**src/rtl/tx_gearbox66_pkg.sv**
```systemverilog
// Shared 64b/66b gearbox definitions, used by both the TX and RX sides of the link.
package gbox_pkg;

    localparam logic [1:0]  c_DATA_HEADER = 2'b01;
    localparam logic [1:0]  c_CMD_HEADER  = 2'b10;
    localparam int          c_BLK_W       = 66;
    localparam int          c_WORD_W      = 32;
    localparam int          c_BUF_W       = 97;
    localparam logic [63:0] c_IDLE_DATA   = 64'h1E00_0000_0000_0000;

    typedef struct packed {
        logic [1:0]  hdr;
        logic [63:0] data;
    } blk66_t;

    function automatic logic hdr_is_valid(input logic [1:0] hdr);
        return (hdr == c_DATA_HEADER) || (hdr == c_CMD_HEADER);
    endfunction

endpackage

```
**src/rtl/tx_gearbox66_if.sv**
```systemverilog
// Block-in / word-out bus of the TX gearbox; master is the upstream block source.
interface tx_gearbox66_if;
    import gbox_pkg::*;

    logic [1:0]          blk_hdr_i;
    logic [63:0]         blk_data_i;
    logic                blk_valid_i;
    logic                blk_ready_o;
    logic [c_WORD_W-1:0] word_o;
    logic                word_valid_o;

    modport master (
        output blk_hdr_i, blk_data_i, blk_valid_i,
        input  blk_ready_o, word_o, word_valid_o
    );

    modport slave (
        input  blk_hdr_i, blk_data_i, blk_valid_i,
        output blk_ready_o, word_o, word_valid_o
    );

endinterface

```
**src/rtl/tx_gearbox66.sv**
```systemverilog
// 66b-to-32b transmit gearbox: left-justified bit buffer drained 32 bits per cycle,
// refilled with upstream blocks or, when enabled, idle blocks.
module tx_gearbox66
    import gbox_pkg::*;
#(
    parameter bit          IDLE_EN   = 1'b1,
    parameter logic [63:0] IDLE_DATA = c_IDLE_DATA
) (
    input  logic          clk_i,
    input  logic          rst_i,
    tx_gearbox66_if.slave bus,
    output logic          hdr_err_o,
    output logic [15:0]   idle_cnt_o,
    output logic [15:0]   blk_cnt_o
);

    localparam logic [6:0] c_WORD_OCC = 7'(c_WORD_W);
    localparam logic [6:0] c_BLK_OCC  = 7'(c_BLK_W);

    logic [c_BUF_W-1:0]  r_buf;
    logic [6:0]          r_occ;
    logic [c_WORD_W-1:0] r_word;
    logic                r_word_valid;
    logic                r_hdr_err;
    logic [15:0]         r_idle_cnt;
    logic [15:0]         r_blk_cnt;

    logic                w_emit;
    logic [6:0]          w_resid;
    logic [c_BUF_W-1:0]  w_shifted;
    logic                w_ready;
    logic                w_take_blk;
    logic                w_take_idle;
    logic                w_hdr_bad;
    blk66_t              w_app_blk;
    logic [c_BUF_W-1:0]  w_app_vec;
    logic [c_BUF_W-1:0]  w_buf_next;
    logic [6:0]          w_occ_next;

    // Bits below the occupancy are always zero, so appending is a plain OR at offset R.
    always_comb begin
        w_emit      = (r_occ >= c_WORD_OCC);
        w_resid     = w_emit ? (r_occ - c_WORD_OCC) : r_occ;
        w_shifted   = w_emit ? (r_buf << c_WORD_W) : r_buf;
        w_ready     = (w_resid < c_WORD_OCC);
        w_take_blk  = bus.blk_valid_i && w_ready;
        w_take_idle = IDLE_EN && w_ready && !bus.blk_valid_i;
        w_hdr_bad   = w_take_blk && !hdr_is_valid(bus.blk_hdr_i);
        w_app_blk   = w_take_blk ? blk66_t'{hdr: bus.blk_hdr_i, data: bus.blk_data_i}
                                 : blk66_t'{hdr: c_CMD_HEADER, data: IDLE_DATA};
        w_app_vec   = {w_app_blk, {(c_BUF_W - c_BLK_W){1'b0}}} >> w_resid;
        w_buf_next  = w_shifted;
        w_occ_next  = w_resid;
        if (w_take_blk || w_take_idle) begin
            w_buf_next = w_shifted | w_app_vec;
            w_occ_next = w_resid + c_BLK_OCC;
        end
    end

    always_ff @(posedge clk_i or posedge rst_i) begin
        if (rst_i) begin
            r_buf        <= '0;
            r_occ        <= '0;
            r_word       <= '0;
            r_word_valid <= 1'b0;
            r_hdr_err    <= 1'b0;
            r_idle_cnt   <= '0;
            r_blk_cnt    <= '0;
        end else begin
            r_buf        <= w_buf_next;
            r_occ        <= w_occ_next;
            r_word_valid <= w_emit;
            r_hdr_err    <= w_hdr_bad;
            if (w_emit) begin
                r_word <= r_buf[c_BUF_W-1 -: c_WORD_W];
            end
            if (w_take_blk) begin
                r_blk_cnt <= r_blk_cnt + 16'd1;
            end
            if (w_take_idle && (r_idle_cnt != 16'hFFFF)) begin
                r_idle_cnt <= r_idle_cnt + 16'd1;
            end
        end
    end

    assign bus.blk_ready_o  = w_ready;
    assign bus.word_o       = r_word;
    assign bus.word_valid_o = r_word_valid;
    assign hdr_err_o        = r_hdr_err;
    assign idle_cnt_o       = r_idle_cnt;
    assign blk_cnt_o        = r_blk_cnt;

endmodule

```
**src/flat_wrapper.sv**
```systemverilog
// flat-port wrapper written by rule: the top's interface ports become plain ports
module tx_gearbox66_flat import gbox_pkg::*;
#(
    parameter bit          IDLE_EN   = 1'b1,
    parameter logic [63:0] IDLE_DATA = c_IDLE_DATA
)
  (clk_i, rst_i, hdr_err_o, idle_cnt_o, blk_cnt_o, bus_blk_hdr_i, bus_blk_data_i, bus_blk_valid_i, bus_blk_ready_o, bus_word_o, bus_word_valid_o);
  tx_gearbox66_if bus_i ();
  input  logic clk_i;
  input  logic rst_i;
  output logic hdr_err_o;
  output logic [15:0] idle_cnt_o;
  output logic [15:0] blk_cnt_o;
  input wire logic [$bits(bus_i.blk_hdr_i)-1:0] bus_blk_hdr_i;
  input wire logic [$bits(bus_i.blk_data_i)-1:0] bus_blk_data_i;
  input wire logic [$bits(bus_i.blk_valid_i)-1:0] bus_blk_valid_i;
  output wire logic [$bits(bus_i.blk_ready_o)-1:0] bus_blk_ready_o;
  output wire logic [$bits(bus_i.word_o)-1:0] bus_word_o;
  output wire logic [$bits(bus_i.word_valid_o)-1:0] bus_word_valid_o;
  assign bus_i.blk_hdr_i = bus_blk_hdr_i;
  assign bus_i.blk_data_i = bus_blk_data_i;
  assign bus_i.blk_valid_i = bus_blk_valid_i;
  assign bus_blk_ready_o = bus_i.blk_ready_o;
  assign bus_word_o = bus_i.word_o;
  assign bus_word_valid_o = bus_i.word_valid_o;
  tx_gearbox66 #(.IDLE_EN(IDLE_EN), .IDLE_DATA(IDLE_DATA)) u_core (.clk_i(clk_i), .rst_i(rst_i), .bus(bus_i), .hdr_err_o(hdr_err_o), .idle_cnt_o(idle_cnt_o), .blk_cnt_o(blk_cnt_o));
endmodule
```
**config.mk**
```make
export PLATFORM = sky130hd
export DESIGN_NAME = tx_gearbox66_flat
export DESIGN_NICKNAME = d
export VERILOG_FILES = /design/src/rtl/tx_gearbox66_pkg.sv /design/src/rtl/tx_gearbox66_if.sv /design/src/rtl/tx_gearbox66.sv /design/src/flat_wrapper.sv
export SDC_FILE = /design/constraint.sdc
export NUM_CORES = 1
export LEC_CHECK = 0
export CAP_MARGIN = 20
export CORE_UTILIZATION = 50
export DETAILED_ROUTE_END_ITERATION = 16
export PLACE_DENSITY = 0.74
export SLEW_MARGIN = 5
export SYNTH_ARGS = -nofsm -noshare
export SYNTH_HDL_FRONTEND = slang
export SYNTH_SLANG_ARGS = --single-unit
```
**constraint.sdc**
```tcl
create_clock -name clk_i -period 12.93 [get_ports clk_i]
set_input_delay 1.293 -clock clk_i [delete_from_list [all_inputs] [get_ports clk_i]]
set_output_delay 1.293 -clock clk_i [all_outputs]
set_load 0.005 [all_outputs]
```
==> metrics.md <==
| Metric | Value |
|---|---|
| Leakage | 5.25 nW |
| Ports | 136 |
| Fmax | 284 MHz |
| Unrepaired setup endpoints after global routing | no |
| Worst path top cell family by delay | buffers and inverters |
| Async S/R FF share, synth | 100% |
| Reg2reg start | u_core.r_occ[1] |
| Post-CTS setup buffers | 0 |
| Path type of the worst min-delay path | reg2reg |
| CP Buf/Inv Count | 2 |
| Cell Chain, Critical Path | clkdlybuf4s50_1 > and2b_1 > buf_4 > nand2_1 > a22o_1 > a22oi_1 > o221ai_1 |
| Overall Global Routing Usage | 29.0% |
| DRT Pass-1 Iters | 6 |
| DIE WIDTH | 144 µm |
| DRC | 0 |
| XOR/XNOR share of the synthesized area | 2.70% |
| Detailed Route WL | 28.5 mm |
| Syn Nets | 1110 |
| Final Wtd Congestion | 0.964 |
| Max FO, Critical Path | 43 |
| Worst reg2reg path endpoint | u_core.r_buf[68] |
| CP Data Required Time | 13.19 ns |
| Register area share after synthesis | 42.0% |
| Vias post-DR | 8665 |
| Dpl ws | 9.12 ns |
| Worst hold endpoint | u_core.bus.word_o[7] |
| Starting density of the core | 51.4% |
| Unique cell type count in the Yosys netlist | 65 |
| Number of flops mapped to enable cells by yosys | 0 |
| Inst Count DP | 1374 |
| TritonCTS clock tree | built |
| Post-Synth Adder-Cell Area | 0.373% |
| Mux contribution to synthesized area | 19.3% |
| Ys flop type | dfrtp_1 |
| Reg2Reg Setup Slack | 9.87 ns |
| Remaining Overflow, GRT | 0 |
| Vias per cell | 6.16 |
| Syn. warnings | 0 |
| Crit. End Element | flop |
| Initial antenna violation count | 0 |
| Crit Path Class | in2reg |
| Total Die Area | 0.0207 mm² |
| Status | finished, final reports clean |
| Ratio of cells with drive above 1 in the final layout | 9.90% |
| Final Cycle Share | 27.3% |
| Cell Area, Synth | 0.0101 mm² |
| Slew margin rel. | 25.7% |
| Least-Margin Pin Slew | 1.11 ns |
| Largest family of logic cells by synthesized area | multiplexers |
| #FFs+latches synth | 169 |
| Post-DRT Antenna Nets | 0 |
| CTS max path bufs | 2 |
| Hold violation count in the final report | 0 |
| Min cycle time layout | 3.52 ns |
| Max H-tree Level | 4 |
| Worst skew pair latency | 0.43 ns |
| Area added between synthesis and finish | 19.7% |
| # setup viols final | 0 |
| FF-to-FF path depth | 6 |
| Fin cells | 1406 |
| DP Wirelength | 19.6 mm |
| Nets@finish | 1200 |
| Core Region | 0.0196 mm² |
| Largest net degree at the start of global routing | 96 |
| WHS Path Cells | 2 |
| Hold_sp | u_core.bus.word_o[7] |
| First-pass GRT wire length | 45.3 mm |
| Syn_area_per_cell | 9.70 µm² |
| Arrival time worst endpoint | 3.79 ns |
| Mapped Cells | 1038 |
| Number of hold buffers added after cts | 0 |
| Die Span Y | 144 µm |
| Cts bufs inserted | 17 |
| Wire per inst | 20.2 µm |
| Complex-gate fraction of the synthesized area | 14.3% |
| # resized after CTS | 0 |
| Slowest-stage cell, CP | clkdlybuf4s50_1 |
| Clk slew on worst S/H paths | 0.07 ns |
| Peak supply drop | 88.0 µV |
| Vias in the first global route | 8118 |
| TNS Setup | 0 ns |
| Max-cap check violation count | 0 |
| Slew Limit Fails | 0 |
| Root buffer cell | clkbuf_16 |
| Clock Sinks | 169 |
| Cell Rows | 51 |
| Worst Skew | 0.0115 ns |
| Synth Area in Simple Gates | 16.9% |
| Antenna cell count | 0 |
| Worst Slack Setup Final | 9.41 ns |
| CP Launch Type | primary input |
| Port bufs | 135 |
| Power Dens Cells | 109 mW/mm² |
| Drt initial violations | 1050 |
| Max stage delay on crit path | 0.80 ns |
==> sequential cells by signal, summed over array words and instances (netlist names) <==
signal                   cells
u_core.r_buf                97
u_core.bus.word_o           32
u_core.r_occ                 6
u_core.blk_cnt_o            16
u_core.idle_cnt_o           16
u_core.bus.word_valid_o      1
u_core.hdr_err_o             1
==> Yosys cell counts, types with 6 or more instances <==
cell        n  share of area [%]
a221o_1     6               0.60
buf_6       7               0.78
clkbuf_1   32                1.2
a22oi_1    10               0.75
xnor2_1    24                2.1
buf_1       7               0.26
buf_2      22                1.1
and3_1      9               0.56
a21oi_1    37                1.8
o211ai_1   25                1.9
nor2_1     92                3.4
mux2_2     33                3.7
mux2i_1    80                8.0
o21ai_0    33                1.6
mux4_1      7                1.8
nand2_1   216                8.1
dfrtp_1   169                 42
o221ai_1   16                1.4
a22o_1     13                1.1
nand3_1    26                1.3
nor3_1     12               0.60
mux4_2     26                5.8
and2_1      6               0.37
inv_1       9               0.34
nand4_1     9               0.56
o22ai_1    23                1.4
xor2_1      7               0.61
==> report_power, final <==
part	switching (mW)	internal, mW	total [mW]
clock network	0.219	0.312	0.532
logic	0.0875	0.107	0.194
registers	0.0328	0.560	0.593
==> worst max-delay path by stage <==
stage / start / slack (ns) / endpoint / depth (start not counted)
2_1_floorplan: rst_i / 7.06 / u_core.blk_cnt_o[0] / 1
3_3_place_gp: bus_blk_valid_i / 9.16 / u_core.r_buf[64] / 7
3_5_place_dp: bus_blk_valid_i / 9.12 / u_core.r_buf[64] / 7
4_1_cts: u_core.r_occ[6] / 9.52 / bus_blk_ready_o / 2
5_1_grt: bus_blk_valid_i / 9.35 / u_core.r_buf[77] / 7
6_report: bus_blk_valid_i / 9.41 / u_core.r_buf[77] / 7
==> placed cells by master, fill, tap and decap left out, types with 6 or more instances in the layout <==
cell             instances
nand2_1                216
dfrtp_1                166
clkdlybuf4s50_1        135
nor2_1                  92
mux2i_1                 80
a21oi_1                 37
o21ai_0                 33
mux2_2                  33
nand3_1                 26
mux4_2                  26
o211ai_1                25
xnor2_1                 24
o22ai_1                 23
clkbuf_16               17
o221ai_1                16
a22o_1                  13
nor3_1                  12
a22oi_1                 10
buf_4                   10
and3_1                   9
nand4_1                  9
inv_1                    8
xor2_1                   7
mux4_1                   7
and2_1                   6
a221o_1                  6
==> worst min-delay path: stages, from the launching register on <==
cell	delay, ns
dfrtp_1	0.34
nand2_1	0.05
nand2_1	0.04
==> metrics by stage <==
stage	power [mW]	hold slack [ns]	util (%)	area [µm²]
after detailed placement	0.796	0.455	58.4	11400
after global placement	0.791	0.449	58.4	11400
final	1.32	0.464	61.5	12000
after CTS	1.33	0.470	61.5	12000
after global routing	1.37	0.489	61.5	12000
after floorplan	0.689	0.441	-	10100
==> kinds of logic (layout without fill, tap and decap cells) <==
group,after synthesis,in the layout
mux,146,146
fa+ha+maj,3,3
compound gates,207,207
simple gates,395,395
xor+xnor,31,31
buf+inv,87,190
flops,169,169
==> layer usage <==
layer | vias up | wire, µm | GRT usage (%)
met5 | - | 0 | 0
met4 | 0 | 403 | 7.56
met3 | 37 | 3040 | 7.80
met2 | 483 | 12000 | 39.8
met1 | 4199 | 13100 | 44.7
li1 | 3946 | - | -
==> cell type report <==
type,count,area [µm²]
inverter,13,53.8
fill,1715,7540
clock inverter,12,164
sequential,169,4240
clock buffer,20,447
tap,265,332
multi-input combinational,782,5390
timing repair buffer,145,1430
No activity file was read; power rests on OpenSTA's default activity.
